**config.mk**
```make
export PLATFORM = sky130hd
export DESIGN_NAME = synaptic_weight_accumulator
export DESIGN_NICKNAME = d
export VERILOG_FILES = /design/src/rtl/synaptic_weight_accumulator.sv
export SDC_FILE = /design/constraint.sdc
export NUM_CORES = 2
export LEC_CHECK = 0
export ABC_AREA = 1
export CORE_AREA = 2 2 291 293
export DETAILED_ROUTE_END_ITERATION = 8
export DIE_AREA = 0 0 293 295
export GPL_TIMING_DRIVEN = 0
export MAX_ROUTING_LAYER = met4
export PLACE_DENSITY = 0.68
export SLEW_MARGIN = 20
export SYNTH_ARGS = -nofsm -noshare
export SYNTH_HDL_FRONTEND = slang
export SYNTH_SLANG_ARGS = --single-unit
```
**constraint.sdc**
```tcl
create_clock -name Clock -period 20.4 [get_ports Clock]
set_clock_uncertainty 0.05 [all_clocks]
set_input_delay 2.04 -clock Clock [delete_from_list [all_inputs] [get_ports Clock]]
set_output_delay 2.04 -clock Clock [all_outputs]
set_load 0.1 [all_outputs]
```
**src/rtl/synaptic_weight_accumulator.sv**
```systemverilog
// Per-neuron excitatory/inhibitory weight accumulator for one timestep,
// drained entry by entry to the neuron update stage over valid/ready.
module synaptic_weight_accumulator #(
  parameter int INTEGER_WIDTH     = 32,
  parameter int DATA_WIDTH_FRAC   = 32,
  parameter int DATA_WIDTH        = INTEGER_WIDTH + DATA_WIDTH_FRAC,
  parameter int NEURON_COUNT      = 4,
  parameter int NEURON_ADDR_WIDTH = 2
) (
  input  logic                         Clock,
  input  logic                         Reset,
  input  logic                         SynValid,
  output logic                         SynReady,
  input  logic [NEURON_ADDR_WIDTH-1:0] SynNeuronAddr,
  input  logic                         SynInhibitory,
  input  logic [DATA_WIDTH-1:0]        SynWeight,
  input  logic                         StepStart,
  output logic                         SumValid,
  input  logic                         SumReady,
  output logic [NEURON_ADDR_WIDTH-1:0] SumNeuronAddr,
  output logic [DATA_WIDTH-1:0]        ExWeightSum,
  output logic [DATA_WIDTH-1:0]        InWeightSum,
  output logic                         StepDone
);

  typedef enum logic [1:0] {
    ACCUM,
    DRAIN,
    DONE
  } state_t;

  localparam logic [NEURON_ADDR_WIDTH:0] ADDR_LIMIT =
    (NEURON_ADDR_WIDTH+1)'(NEURON_COUNT);
  localparam logic [NEURON_ADDR_WIDTH-1:0] LAST_IDX =
    NEURON_ADDR_WIDTH'(NEURON_COUNT - 1);

  state_t state;
  state_t state_nx;

  logic [NEURON_ADDR_WIDTH-1:0] idx;
  logic [DATA_WIDTH-1:0]        ex_bank [NEURON_COUNT];
  logic [DATA_WIDTH-1:0]        in_bank [NEURON_COUNT];

  logic                  syn_fire;
  logic                  sum_fire;
  logic                  addr_ok;
  logic [DATA_WIDTH-1:0] cur;
  logic [DATA_WIDTH-1:0] upd;

  // One guard bit detects overflow; clamp to the signed extremes.
  function automatic logic [DATA_WIDTH-1:0] sat_add(
    input logic [DATA_WIDTH-1:0] a,
    input logic [DATA_WIDTH-1:0] b
  );
    logic [DATA_WIDTH:0] s;
    s = {a[DATA_WIDTH-1], a} + {b[DATA_WIDTH-1], b};
    if (s[DATA_WIDTH] != s[DATA_WIDTH-1]) begin
      if (s[DATA_WIDTH])
        return {1'b1, {(DATA_WIDTH-1){1'b0}}};
      else
        return {1'b0, {(DATA_WIDTH-1){1'b1}}};
    end
    return s[DATA_WIDTH-1:0];
  endfunction

  assign SynReady = (state == ACCUM);
  assign SumValid = (state == DRAIN);
  assign StepDone = (state == DONE);
  assign syn_fire = SynValid & SynReady;
  assign sum_fire = SumValid & SumReady;
  assign addr_ok  = {1'b0, SynNeuronAddr} < ADDR_LIMIT;

  always_comb begin
    cur = '0;
    if (addr_ok) begin
      if (SynInhibitory)
        cur = in_bank[SynNeuronAddr];
      else
        cur = ex_bank[SynNeuronAddr];
    end
    upd = sat_add(cur, SynWeight);
  end

  always_ff @(posedge Clock or posedge Reset) begin
    if (Reset)
      state <= ACCUM;
    else
      state <= state_nx;
  end

  always_comb begin
    state_nx = state;
    unique case (state)
      ACCUM: begin
        if (StepStart)
          state_nx = DRAIN;
      end
      DRAIN: begin
        if (sum_fire && idx == LAST_IDX)
          state_nx = DONE;
      end
      DONE: begin
        state_nx = ACCUM;
      end
      default: begin
        state_nx = ACCUM;
      end
    endcase
  end

  always_ff @(posedge Clock or posedge Reset) begin
    if (Reset)
      idx <= '0;
    else if (sum_fire) begin
      if (idx == LAST_IDX)
        idx <= '0;
      else
        idx <= idx + 1'b1;
    end
  end

  // Accumulate and drain-clear live in disjoint states.
  always_ff @(posedge Clock or posedge Reset) begin
    if (Reset) begin
      for (int i = 0; i < NEURON_COUNT; i++) begin
        ex_bank[i] <= '0;
        in_bank[i] <= '0;
      end
    end else if (syn_fire && addr_ok) begin
      if (SynInhibitory)
        in_bank[SynNeuronAddr] <= upd;
      else
        ex_bank[SynNeuronAddr] <= upd;
    end else if (sum_fire) begin
      ex_bank[idx] <= '0;
      in_bank[idx] <= '0;
    end
  end

  always_comb begin
    SumNeuronAddr = '0;
    ExWeightSum   = '0;
    InWeightSum   = '0;
    if (state == DRAIN) begin
      SumNeuronAddr = idx;
      ExWeightSum   = ex_bank[idx];
      InWeightSum   = in_bank[idx];
    end
  end

endmodule

```
== Word level (Yosys, flattened, before mapping) ==
Cells that the tools add are included.
Operators by class
  add/subtract/negate cells: 2
  multiply operators: 0
  divide/modulo/power cells: 0
  magnitude comparators: 4
  equal/unequal tests: 8
  shifts and indexed selects: 0
  muxes and demuxes: 36
  bitwise logic cells: 7
  reductions and logical operators: 8
Operator list (count)
  $mux W256: 6
  $mux W64: 16
  $and A256 B256 Y256: 2
  $bmux W64 S2: 4
  $bwmux W256: 2
  $demux W64 S2: 2
  $not A256 Y256: 1
  $add A64 B64 Y65: 1
  $mux W2: 4
  $ge A3 B3 Y1 const B: 2
  $lt A3 B1 Y1 const B: 2
  $not A2 Y3: 2
  $reduce_and A2 Y1: 3
  $eq A2 B2 Y1 const B: 2
  $ne A2 B1 Y1 const B: 2
  $ne A2 B2 Y1 const B: 2
  $pmux W2 S2: 1
  $logic_and A1 B1 Y1: 3
  $add A2 B1 Y2 const B: 1
  $and A1 B1 Y1: 2
  $eq A2 B1 Y1 const B: 1
  $logic_not A2 Y1: 1
  $reduce_bool A2 Y1: 1
  $mux W1: 1
  $ne A1 B1 Y1: 1
Word-level totals
  register bits: 516
  latch bits: 0
  bits in writable memories: 0
  bits in read-only memories: 0
  input port bits: 72
  output and inout port bits: 133
  word-level logic and storage cells: 75
  memories kept: 0

== Logic depth before layout (Yosys ltp) ==
  word-level depth: 12
  gate-level depth with buffers: 29
  depth with buffers taken out: 25

== Least setup slack after synthesis ==
No wires, ideal clock.
  kind: input port to flip-flop
  start point: input SynNeuronAddr[1]
  end point: register ex_bank[77] (netlist bit)
  library setup time: 123 ps
  arrival time: 5222 ps
  data required time: 20227 ps
  path slack: 15005 ps
  stages on the path: 25
  buffers on the path: 5
  path through: nor2_1 clkbuf_1 clkbuf_1 buf_1 a22oi_1 a31oi_1 ha_1 nand2_1 inv_1 nand2_1 nand2_1 a21oi_1 nand2_2 nand2_1 nand2_2 nand2_1 nand2_1 nand2_1 nand2_2 nor2_8 inv_8 buf_12 buf_8 nand3_2 a21oi_1
On the way
  longest elaborated chain between the ends: 12
  elaborated cells between the ends (all ways): 22
  those cells by class: add/sub (1); order compare (2); eq/ne (1); mux (16); bitwise (1); reduce/logical (1)
RTL lines
  from (decl): RTL line 14  | input logic [NEURON_ADDR_WIDTH-1:0] SynNeuronAddr,
  $not A2 Y3 (not written as such) *: RTL line 77, 79, 133
  $bmux W64 S2, on equally long branches: RTL line 79, 77
  $mux W64, on equally long branches (2 in a row): RTL line 79, 77
  $mux W64: RTL line 76  | if (SynInhibitory)
  $add A64 B64 Y65: RTL line 56  | s = {a[DATA_WIDTH-1], a} + {b[DATA_WIDTH-1], b};
  $mux W64 or $ne A1 B1 Y1 (tied branches): RTL line 58, 57
  $mux W64 or $mux W1 (tied branches): RTL line 57  | if (s[DATA_WIDTH] != s[DATA_WIDTH-1]) begin
  $mux W64: RTL line 63  | return s[DATA_WIDTH-1:0];
  $bwmux W256 *: RTL line 133  | ex_bank[SynNeuronAddr] <= upd;
  $mux W256 *: RTL line 130  | if (SynInhibitory)
  $mux W256 *: RTL line 129  | end else if (syn_fire && addr_ok) begin
  to (signal, indexed assignment): RTL line 133
  to (decl): RTL line 41  | logic [DATA_WIDTH-1:0] ex_bank [NEURON_COUNT];
Every way passes the cells marked *; elsewhere a longest branch is shown, timed or not. The select of a mux whose other input is x is not followed.
A chain may end at the register's enable or synchronous reset.

== Worst setup path after layout ==
  start point: input SynNeuronAddr[0]
  end point: register ex_bank[94] (netlist bit)
The elaborated chain is that of the path after synthesis.

==> flow_metrics.py <==
metrics = {
    "status": {
        "status": "completed",
    },
    "global_routing": {
        "grt_use_total_pct": 48.1,
        "grt_pass1_wl_um": 290000,
        "grt_pass1_vias": 41953,
        "grt_max_degree": 95,
        "antenna_found_initial": 12,
        "grt_overflow_total": 0,
    },
    "cells_and_area": {
        "multi_input_area_mm2": 0.0212,
        "fin_nets": 5874,
        "final_cells": 6881,
        "drive_above_1_share_pct": 5.74,
        "ff_latch_area_mm2": 0.0129,
        "area_delta_synth_final_pct": 15.2,
        "n_fill_cell": 8459,
        "final_core_util_pct": 51.4,
    },
    "clocking": {
        "cts_made_buffers": 59,
        "clock-sinks": 516,
        "cts.path.max_buffers": 3,
        "cts_root_buf": "clkbuf_16",
        "clk_latency_ps": 690,
        "clk_pin_slew_ps": 70,
        "cts_resized": 0,
        "cts_setup_buffers": 0,
        "cts_tree": "yes",
        "cts_htree_levels": 2,
        "cts_hold_buf": 0,
    },
    "yosys": {
        "synth.top_cell.area_share_pct": 34.8,
        "yosysSeqAreaShare_pct": 34.8,
        "synth-seq-cells": 516,
        "synth_top_cell_by_area": "dfrtp_1",
        "ys_async_sr_fraction_pct": 100,
        "ys.flop_type": "dfrtp_1",
        "ys_warn_count": 0,
        "syn-num-nets": 5601,
        "synth_area_mm2": 0.0371,
        "synthCells": 5460,
        "synth_edf_count": 0,
        "yosys-top-cells-count": "nor2_1, nand2_1, a21oi_1, a31oi_1, dfrtp_1",
        "avgSynthCellArea_um2": 6.80,
        "synth_cell_types": 44,
        "synth.area.top_cells": "dfrtp_1, nor2_1, a21oi_1, a31oi_1, nand2_1",
        "synth_most_common_cell": "nor2_1",
    },
    "critical_path": {
        "crit_path_cell_trace": "clkdlybuf4s50_1 > inv_1 > nor2_1 > clkbuf_1 > clkbuf_1 > clkbuf_1 > a22oi_1 > a31oi_1 > ha_1 > nand2_1 > inv_1 > a21oi_1 > o21ai_0 > a21oi_1 > nand2_1 > xnor2_1 > nand2_1 > nand3_1 > a21oi_1",
        "r2r-end": "ex_bank[245]",
        "path_buf_inv": 6,
        "critPathTopFamily": "buffers and inverters",
        "reg2reg_slack_ps": 15090,
        "path_depth": 19,
        "max_stage_delay_ps": 1040,
        "cp-endpoint": "ex_bank[94]",
        "crit_fanout": 10,
        "cp-start-kind": "primary input",
        "ff2ff_path_depth": 11,
        "r2r_start": "idx[0]",
        "worstSetupStartpoint": "SynNeuronAddr[0]",
        "required_ps": 20910,
        "critPathKind": "in2reg",
        "worstSetupEndpointType": "register",
        "critical_path_arrival_ps": 10070,
        "crit_slowest_cell": "clkbuf_1",
    },
    "sta": {
        "whs_ps": 515,
        "maxSlewViolCount": 0,
        "timing.final.ws_setup_ps": 10840,
        "hold_violations": 0,
        "max_freq_ghz": 0.105,
        "min_period_over_period_pct": 46.9,
        "layout_min_cycle_time_ps": 9560,
        "setup_viol": 0,
        "rsz0062_at_grt": "no",
        "max_slew_margin_pct": 4.79,
        "tightest_slew_ps": 1430,
    },
    "placement": {
        "place_congestion": 1.06,
        "place_hpwl_um": 155000,
        "dp_slack_ps": 11070,
        "dp_cells": 6750,
        "port_buffers": 203,
    },
    "drt": {
        "avgRoutedWirePerCell_um": 30.4,
        "vias_per_cell": 6.58,
        "drt_iter0_markers": 7949,
        "via_count": 45275,
        "antenna_left": 0,
        "firstDrtPassIters": 9,
        "drt_wl_total_um": 209000,
        "drcViolationCount": 0,
    },
    "die": {
        "die_area_mm2": 0.0864,
        "die_w_um": 293,
        "design.core.area_mm2": 0.0832,
        "initial_core_util_pct": 44.6,
        "io_pins": 205,
        "die_h_um": 295,
        "rows": 106,
    },
    "hold_path": {
        "hp-start": "in_bank[123]",
        "worstHoldPathType": "reg2reg",
    },
    "job": {
        "maxCapViolCount": 0,
    },
}
-- final cells by class --
| class | count | share of cell area (%) |
|---|---|---|
| repair buffers | 212 | 5.18 |
| diodes | 21 | 0.123 |
| well taps | 1080 | 3.16 |
| plain buffers | 436 | 4.31 |
| multi-input cells | 4186 | 49.5 |
| inverters | 322 | 2.86 |
| flip-flops and latches | 516 | 30.2 |
| clock inverters | 20 | 0.454 |
| clock buffers | 88 | 4.16 |
-- placed cells by master, fill, tap and decap left out, types with 19 or more instances in the layout --
| master | n |
|---|---|
| nand4_1 | 62 |
| nor2_1 | 1054 |
| ha_1 | 68 |
| a31oi_1 | 557 |
| a22oi_1 | 93 |
| inv_1 | 300 |
| nand2_1 | 874 |
| clkbuf_16 | 60 |
| o21ai_0 | 308 |
| diode_2 | 21 |
| xnor2_1 | 33 |
| clkdlybuf4s50_1 | 203 |
| dfrtp_1 | 516 |
| nand3_2 | 120 |
| a221oi_1 | 19 |
| a21oi_1 | 776 |
| buf_1 | 24 |
| clkbuf_1 | 376 |
| nand3_1 | 116 |
| buf_2 | 19 |
-- cell families (layout without fill, tap and decap cells) --
family / after synthesis / count (layout) / synth area share [%]
AO/OA/AOI/OAI: 1796 / 1796 / 27.4
XOR/XNOR: 42 / 42 / 0.991
buffers and inverters: 758 / 1078 / 8.21
adder cells (fa/ha/maj): 69 / 69 / 2.35
AND/OR/NAND/NOR: 2279 / 2279 / 26.3
other: 0 / 21 / 0
flip-flops: 516 / 516 / 34.8
-- layer usage --
layer  part of all wire, %  vias to the layer above  GRT usage (%)
met5                     0                        -              -
met4                   6.5                        0           26.3
met3                    17                      842           22.4
met2                    40                     3812           66.2
met1                    36                    21269           57.9
li1                      -                    19352              -
-- worst min-delay path: cells and delay by family, from the launching register on --
kind / cells / cell delay (ps)
AOI/OAI and AO/OA: 1 / 100
DFF: 1 / 370
and+or+nand+nor: 1 / 60
-- registers in the layout, summed over array words and instances (netlist names) --
name     cells
ex_bank    256
in_bank    256
idx          2
state        2
-- worst min-delay path by stage --
stage,cells past startpoint,slack (ps),end
6_report,2,510,in_bank[123]
5_1_grt,2,540,in_bank[95]
4_1_cts,2,510,in_bank[65]
3_5_place_dp,2,500,in_bank[65]
3_3_place_gp,2,480,in_bank[73]
2_1_floorplan,2,470,ex_bank[119]
-- through the flow --
stage / TNS (ps) / cell area (um^2)
after floorplan: 0 / 37100
after global placement: -1880790 / 40500
after detailed placement: 0 / 40700
after CTS: 0 / 42700
after global routing: 0 / 42700
final: 0 / 42700
Power is left out: the tool's default activity adds up to more than one toggle a clock period on the data nets, which glitch-free logic cannot reach.
